--- src/rtl/scan_decoder_pkg.sv ---
// Shared encodings for the scan decoder: FSM states, mode values, counter sizing.
// Pure declarations; no logic, no latency, no flow control.
package scan_decoder_pkg;

    typedef enum logic [1:0] {
        ST_OFF    = 2'd0,
        ST_DIRECT = 2'd1,
        ST_SCAN   = 2'd2
    } state_t;

    localparam logic MODE_DIRECT = 1'b0;
    localparam logic MODE_SCAN   = 1'b1;

    // Dwell counter width, never below one bit so DWELL=1 still has a register.
    function automatic int cnt_width(input int dwell);
        return (dwell > 1) ? $clog2(dwell) : 1;
    endfunction

endpackage

--- src/rtl/scan_decoder_onehot_dec.sv ---
// Combinational SEL_W -> 2**SEL_W one-hot decoder with enable (all zero when disabled).
// Zero latency; no backpressure, output follows inputs.
// Polarity is always active-high here; any inversion happens downstream.
module onehot_dec #(
    parameter int SEL_W = 2
) (
    input  logic                  en,
    input  logic [SEL_W-1:0]      sel,
    output logic [2**SEL_W-1:0]   dec
);

    always_comb begin
        dec = '0;
        if (en) begin
            dec[sel] = 1'b1;
        end
    end

endmodule

--- src/rtl/scan_decoder.sv ---
// One-hot strobe decoder with direct-select and autonomous dwell-timed scan modes.
// One cycle from inputs to registered o/idx/wrap; no backpressure, sel_valid is never stalled.
// en=0 blanks the outputs; out-of-range selects are dropped in scan mode.
module scan_decoder
    import scan_decoder_pkg::*;
#(
    parameter int SEL_W      = 2,
    parameter int COUNT      = 2**SEL_W,
    parameter int DWELL      = 4,
    parameter int ACTIVE_LOW = 0
) (
    input  logic                  clk,
    input  logic                  rst_n,
    input  logic                  en,
    input  logic                  mode,
    input  logic                  sel_valid,
    input  logic [SEL_W-1:0]      sel_in,
    output logic [2**SEL_W-1:0]   o,
    output logic [SEL_W-1:0]      idx,
    output logic                  wrap
);

    localparam int               OUT_W    = 2**SEL_W;
    localparam int               CNT_W    = cnt_width(DWELL);
    localparam logic [CNT_W-1:0] CNT_LAST = CNT_W'(DWELL - 1);
    localparam logic [SEL_W:0]   COUNT_X  = (SEL_W+1)'(COUNT);
    localparam logic [SEL_W-1:0] IDX_LAST = SEL_W'(COUNT - 1);
    localparam logic             INV      = (ACTIVE_LOW != 0);

    state_t               state, state_n;
    logic [SEL_W-1:0]     idx_n;
    logic [CNT_W-1:0]     cnt, cnt_n;
    logic                 wrap_n;
    logic                 dec_en;
    logic [OUT_W-1:0]     dec;
    logic                 sel_ok;
    logic                 idx_ok;

    assign sel_ok = ({1'b0, sel_in} < COUNT_X);
    assign idx_ok = ({1'b0, idx} < COUNT_X);

    always_comb begin
        state_n = ST_OFF;
        idx_n   = idx;
        cnt_n   = '0;
        wrap_n  = 1'b0;
        dec_en  = 1'b0;
        if (en) begin
            dec_en = 1'b1;
            if (mode == MODE_DIRECT) begin
                state_n = ST_DIRECT;
                if (sel_valid) begin
                    idx_n = sel_in;
                end
            end else begin
                state_n = ST_SCAN;
                // A legal load beats both scan entry and auto-advance, restarting the dwell.
                if (sel_valid && sel_ok) begin
                    idx_n = sel_in;
                end else if (state != ST_SCAN) begin
                    idx_n = idx_ok ? idx : '0;
                end else if (cnt == CNT_LAST) begin
                    if (idx == IDX_LAST) begin
                        idx_n  = '0;
                        wrap_n = 1'b1;
                    end else begin
                        idx_n = idx + 1'b1;
                    end
                end else begin
                    cnt_n = cnt + 1'b1;
                end
            end
        end
    end

    // Decoding the next index keeps o and idx consistent on the same edge.
    onehot_dec #(
        .SEL_W (SEL_W)
    ) u_dec (
        .en  (dec_en),
        .sel (idx_n),
        .dec (dec)
    );

    always_ff @(posedge clk or negedge rst_n) begin
        if (!rst_n) begin
            state <= ST_OFF;
            idx   <= '0;
            cnt   <= '0;
            wrap  <= 1'b0;
            o     <= {OUT_W{INV}};
        end else begin
            state <= state_n;
            idx   <= idx_n;
            cnt   <= cnt_n;
            wrap  <= wrap_n;
            o     <= dec ^ {OUT_W{INV}};
        end
    end

endmodule
--- config.mk ---
export PLATFORM = sky130hd
export DESIGN_NAME = scan_decoder
export DESIGN_NICKNAME = d
export VERILOG_FILES = /design/src/rtl/scan_decoder_pkg.sv /design/src/rtl/scan_decoder_onehot_dec.sv /design/src/rtl/scan_decoder.sv
export SDC_FILE = /design/constraint.sdc
export NUM_CORES = 1
export LEC_CHECK = 0
export BUFFER_PORTS_ARGS = -buffer_cell sky130_fd_sc_hd__buf_2
export CAP_MARGIN = 25
export CORE_AREA = 2 2 39 41
export CTS_BUF_LIST = sky130_fd_sc_hd__clkbuf_8
export DETAILED_ROUTE_END_ITERATION = 10
export DIE_AREA = 0 0 41 43
export GPL_ROUTABILITY_DRIVEN = 0
export GPL_TIMING_DRIVEN = 0
export REMOVE_ABC_BUFFERS = 1
export SLEW_MARGIN = 20
export SYNTH_ARGS = -nofsm -noshare
export SYNTH_HDL_FRONTEND = slang
export SYNTH_HIERARCHICAL = 1
export SYNTH_SLANG_ARGS = --single-unit
export TNS_END_PERCENT = 100
--- constraint.sdc ---
create_clock -name clk -period 3.65 [get_ports clk]
set_input_delay 0.1825 -clock clk [delete_from_list [all_inputs] [get_ports clk]]
set_output_delay 0.1825 -clock clk [all_outputs]
set_load 0.005 [all_outputs]
# Word-level counts from Yosys, hierarchy flattened
# Cells that the tools add are included.
[word_totals]
mem_count = 0
ram_bits = 0
mem_bits_ro = 0
ff_bits = 11
in_bits = 7
elab_cells = 37
out_inout_bits = 7
latch_bits = 0
[classes]
n_shift = 0
n_mux = 24
div = 0
bitwise_logic = 0
n_addsub = 2
magnitude_cmp = 2
multipliers = 0
eq_ne = 3
n_reduce_logical = 1
[op_table]
columns = ["op", "n"]
rows = [
  ["$mux W2", 14],
  ["$mux W1", 8],
  ["$add A2 B1 Y2 const B", 2],
  ["$eq A2 B2 Y1 const B", 2],
  ["$mux W4", 1],
  ["$lt A2 B3 Y1 const B", 1],
  ["$demux W1 S2", 1],
  ["$ge A2 B1 Y1 const B", 1],
  ["$ne A2 B2 Y1 const B", 1],
  ["$logic_and A1 B1 Y1", 1],
]

# Logic depth before layout (Yosys ltp)
[logic_depth]
depth_word = 12
ltp_mapped = 5
mapped_depth_nobuf = 5

# Modules after synthesis
# The synthesis kept the hierarchy.
[modules_own_cells]
columns = ["module", "n_inst", "area_per_inst_um2", "cells_per_inst", "seq_area_each_um2"]
rows = [
  ["scan_decoder", 1, 437.9, 31, 275.3],
  ["onehot_dec", 1, 37.5, 4, 0.0],
]

# Worst setup path before layout
# Ideal clock, no wire load.
[synth_timing]
kind = "flip-flop to flip-flop"
startpoint = "register cnt[0]"
endpoint = "register o[3]"
t_required_ns = 3.582
period_less_slack_ns = 1.720
slack_ns = 1.930
path_buffers = 0
stages_incl_launch_ff = 5
setup_time_ns = 0.068
arrival_time_ns = 1.652
path_cell_list = "dfrtp_1 ha_1 and4b_4 o311ai_0 and3_2"
[synth_via]
elab_chain_cells = 11
word_cells_on_any_way = 12
cone_classes = "2 x order compare; 1 x eq/ne; 8 x mux; 1 x reduce/logical"
[synth_rtl]
columns = ["item", "line", "text"]
rows = [
  ["start: declaration", "scan_decoder.sv:32", "logic [CNT_W-1:0] cnt, cnt_n;"],
  ["start signal: assignment", "scan_decoder.sv:95", "cnt <= cnt_n;"],
  ["$eq A2 B2 Y1 (*)", "scan_decoder.sv:62", "end else if (cnt == CNT_LAST) begin"],
  ["$mux W2 (*)", "scan_decoder.sv:62", ""],
  ["$mux W2 (*)", "scan_decoder.sv:60", "end else if (state != ST_SCAN) begin"],
  ["$mux W2 (*)", "scan_decoder.sv:58", "if (sel_valid && sel_ok) begin"],
  ["$mux W2 (*)", "scan_decoder.sv:50", "if (mode == MODE_DIRECT) begin"],
  ["$mux W2 (*)", "scan_decoder.sv:48", "if (en) begin"],
  ["named net idx_n[0]", "scan_decoder.sv:31", "logic [SEL_W-1:0] idx_n;"],
  ["$lt A2 B3 Y1 (not written as such) / $ge A2 B1 Y1 (equally long branches)", "scan_decoder_onehot_dec.sv:15", "dec[sel] = 1'b1;"],
  ["$logic_and A1 B1 Y1 (not written as such)", "scan_decoder_onehot_dec.sv:15", ""],
  ["$mux W1 (not written as such)", "scan_decoder_onehot_dec.sv:15", ""],
  ["$demux W1 S2 (*)", "n/a", ""],
  ["$mux W4 (*)", "scan_decoder_onehot_dec.sv:14", "if (en) begin"],
  ["named net dec[3]", "scan_decoder.sv:35", "logic [OUT_W-1:0] dec;"],
  ["end signal: assignment", "scan_decoder.sv:91", "o <= {OUT_W{INV}};"],
  ["end signal: assignment", "scan_decoder.sv:97", "o <= dec ^ {OUT_W{INV}};"],
  ["end: declaration", "scan_decoder.sv:18", "output logic [2**SEL_W-1:0] o,"],
]
# The timed path passes the listed nets; every way through them passes the cells marked *.

# Worst setup path in the final report
# Same ends and word-level chain as after synthesis.

==> reports/qor.yml <==
run_status:
  outcome: "finished, final reports clean"
route:
  wl_per_cell_um: 10.7
  dr_total_vias: 313
  avgViaCountPerCell: 4.54
  dr.pass1.iters: 4
  ant_nets: 0
  drt_iter0_drc: 4
  wirelength_um: 738
  drc: 0
clock_network:
  post_cts_resized: 0
  path_clk_slew_ns: 0.05
  cts_buffers: 3
  clkSinkCount: 11
  clk_latency_ns: 0.24
  cts_tree: "built"
  cts_root_buffer: "clkbuf_8"
  htree_levels: 1
  clockBufferDepth: 2
timing:
  period_share_pct: 52.8
  fin_skew_ns: 0.00555
  tightest_slew_ns: 0.826
  fmax_ghz: 0.519
  grt_setup_unrepaired: "no"
  layout_setup_ws_ns: 1.72
  setup_viol_count_final: 0
  finalHoldViolCount: 0
  relSlewSlack_pct: 44.3
  min_period_ns: 1.93
  tns_ns: 0
  final-max-slew-violation-count: 0
worst_hold_path:
  hold_path_depth: 2
  worstHoldStart: "mode"
  holdCritPathClass: "in -> reg"
critical_path:
  max_stage_delay_ns: 0.69
  crit_fanout: 5
  cp.required_ns: 3.82
  endpoint_kind: "flop"
  cp.arrival_ns: 2.10
  path_class: "reg -> reg"
  reg2reg_depth: 4
  cp-startpoint: "cnt[0]"
  startpoint_type: "flop"
  slowest_stage: "o311ai_0"
  reg2reg_from: "cnt[0]"
  cp_cell_sequence: "ha_1 -> and4b_4 -> o311ai_0 -> and3_2"
finish:
  final_common_cell: "buf_2"
  area_growth_pct: 29.7
  drive_above_1_share_pct: 39.6
  nFillCells: 138
  seq_area_um2: 275
  multi_input_area_um2: 196
  fin_nets: 63
  mostFrequentLayoutCells: "buf_2, dfrtp_1, clkbuf_8"
  antenna_cells: 0
  final_util_pct: 44.6
global_route:
  grt_antenna_before_repair: 0
  grt_remaining_overflow: 0
  grt_pass1_vias: 267
  grt_max_degree: 13
  global_route.usage.total_pct: 10.7
  grt_pass1_wl_um: 1190
floorplanning:
  start_util_pct: 34.4
  die-width_um: 41
  coreArea_mm2: 0.00138
  die_area_mm2: 0.00176
  die_height_um: 43
  rows: 14
  io-pin-count: 14
pwr:
  vdd.ir_drop.worst_mv: 0.203
  p_clk_share_pct: 40.8
  combPwrFrac_pct: 12.6
  power_density_mw_per_mm2: 471
  seqPwrFrac_pct: 46.6
  switching_share_pct: 22.8
  p_int_w: 0.000224
  p_leak_nw: 0.330
  switchingPower_w: 0.0000664
synth:
  synth_cells: 35
  synth_area_leaders: "dfrtp_1, ha_1, nor3b_2"
  synth_top_area_share_pct: 57.9
  avgSynthCellArea_um2: 13.6
  synth_area_um2: 475
  ys_seq_area_share_pct: 57.9
  ys_warn_count: 6
  yosysTopAreaCell: "dfrtp_1"
  synth_cell_types: 20
  synth-seq-cells: 11
run:
  maxCapViolations: 0
placement:
  detailedPlacementHpwl_um: 552
  place_ws_ns: 1.72
  portBuffers: 13
cell usage after synthesis:
cell,number
nor4b_1,1
or3b_1,1
nand2_1,1
nor3b_2,2
and4bb_1,1
and4b_4,1
and2_1,2
nand4b_1,1
nor2b_1,1
and3_2,1
dfrtp_1,11
inv_1,1
nand3_1,2
o311ai_0,1
and2b_1,1
and3b_1,2
and3_1,1
ha_1,2
a31oi_1,1
o21a_1,1
metal layers:
layer	vias up	share of wire, %	GRT usage [%]
met1	131	50	16.7
met2	14	38	10.6
met4	0	2.7	6.00
met3	4	8.5	6.28
met5	-	0	0
li1	164	-	-
state kept, by name, summed over array words and instances, names as in the netlist:
name	flops
cnt	2
idx	2
o	4
state	2
wrap	1
stage by stage:
step	hold WS (ns)	instances	cell area [µm²]	power (W)
2_1_floorplan	-0.113	35	475	0.000156
3_3_place_gp	0.0619	64	561	0.000174
3_5_place_dp	0.0619	64	561	0.000174
4_1_cts	0.128	69	617	0.000296
5_1_grt	0.133	69	617	0.000308
6_report	0.130	69	617	0.000291
layout make-up:
cell class | count | area share, %
repair buffers | 14 | 12.2
well taps | 16 | 3.25
inverters | 1 | 0.609
clock buffers | 3 | 6.69
flip-flops and latches | 11 | 44.6
multi-input cells | 23 | 31.8
clock inverters | 1 | 0.811
path summary, 6_finish.rpt:
kind                             to  slack (ns)
setup / recovery               o[3]        1.72
hold / removal             state[0]        0.13
setup reg to reg               o[3]        1.72
hold reg to reg              cnt[0]        0.46
max in group asynchronous  state[1]        3.11
min in group asynchronous      o[1]        0.34
power groups by stage:
| stage | clock, W | sequential (W) | combinational [W] |
|---|---|---|---|
| 2_1_floorplan | 0 | 0.000138 | 0.0000176 |
| 6_report | 0.000118 | 0.000135 | 0.0000367 |
| 3_3_place_gp | 0 | 0.000137 | 0.0000366 |
| 4_1_cts | 0.000123 | 0.000136 | 0.0000376 |
| 5_1_grt | 0.000129 | 0.000137 | 0.0000420 |
| 3_5_place_dp | 0 | 0.000138 | 0.0000366 |
cell families (layout without fill, tap and decap cells):
family	after synthesis	count (layout)	synth area share, %
simple gates	18	18	31.3
fa+ha+maj	2	2	5.26
compound gates	3	3	4.74
flops	11	11	57.9
buf+inv	1	19	0.789
critical path: cells and delay by family, from the launching register on:
family	cells	cell delay [ns]
compound gates	1	0.69
simple gates	2	0.55
flops	1	0.39
fa+ha+maj	1	0.24
timing repair:
item	4_1_cts	5_1_grt
hold buffers	1	0
endpoints found under the hold margin	11	0
setup buffers	0	0
(Power assumes the default switching activity.)
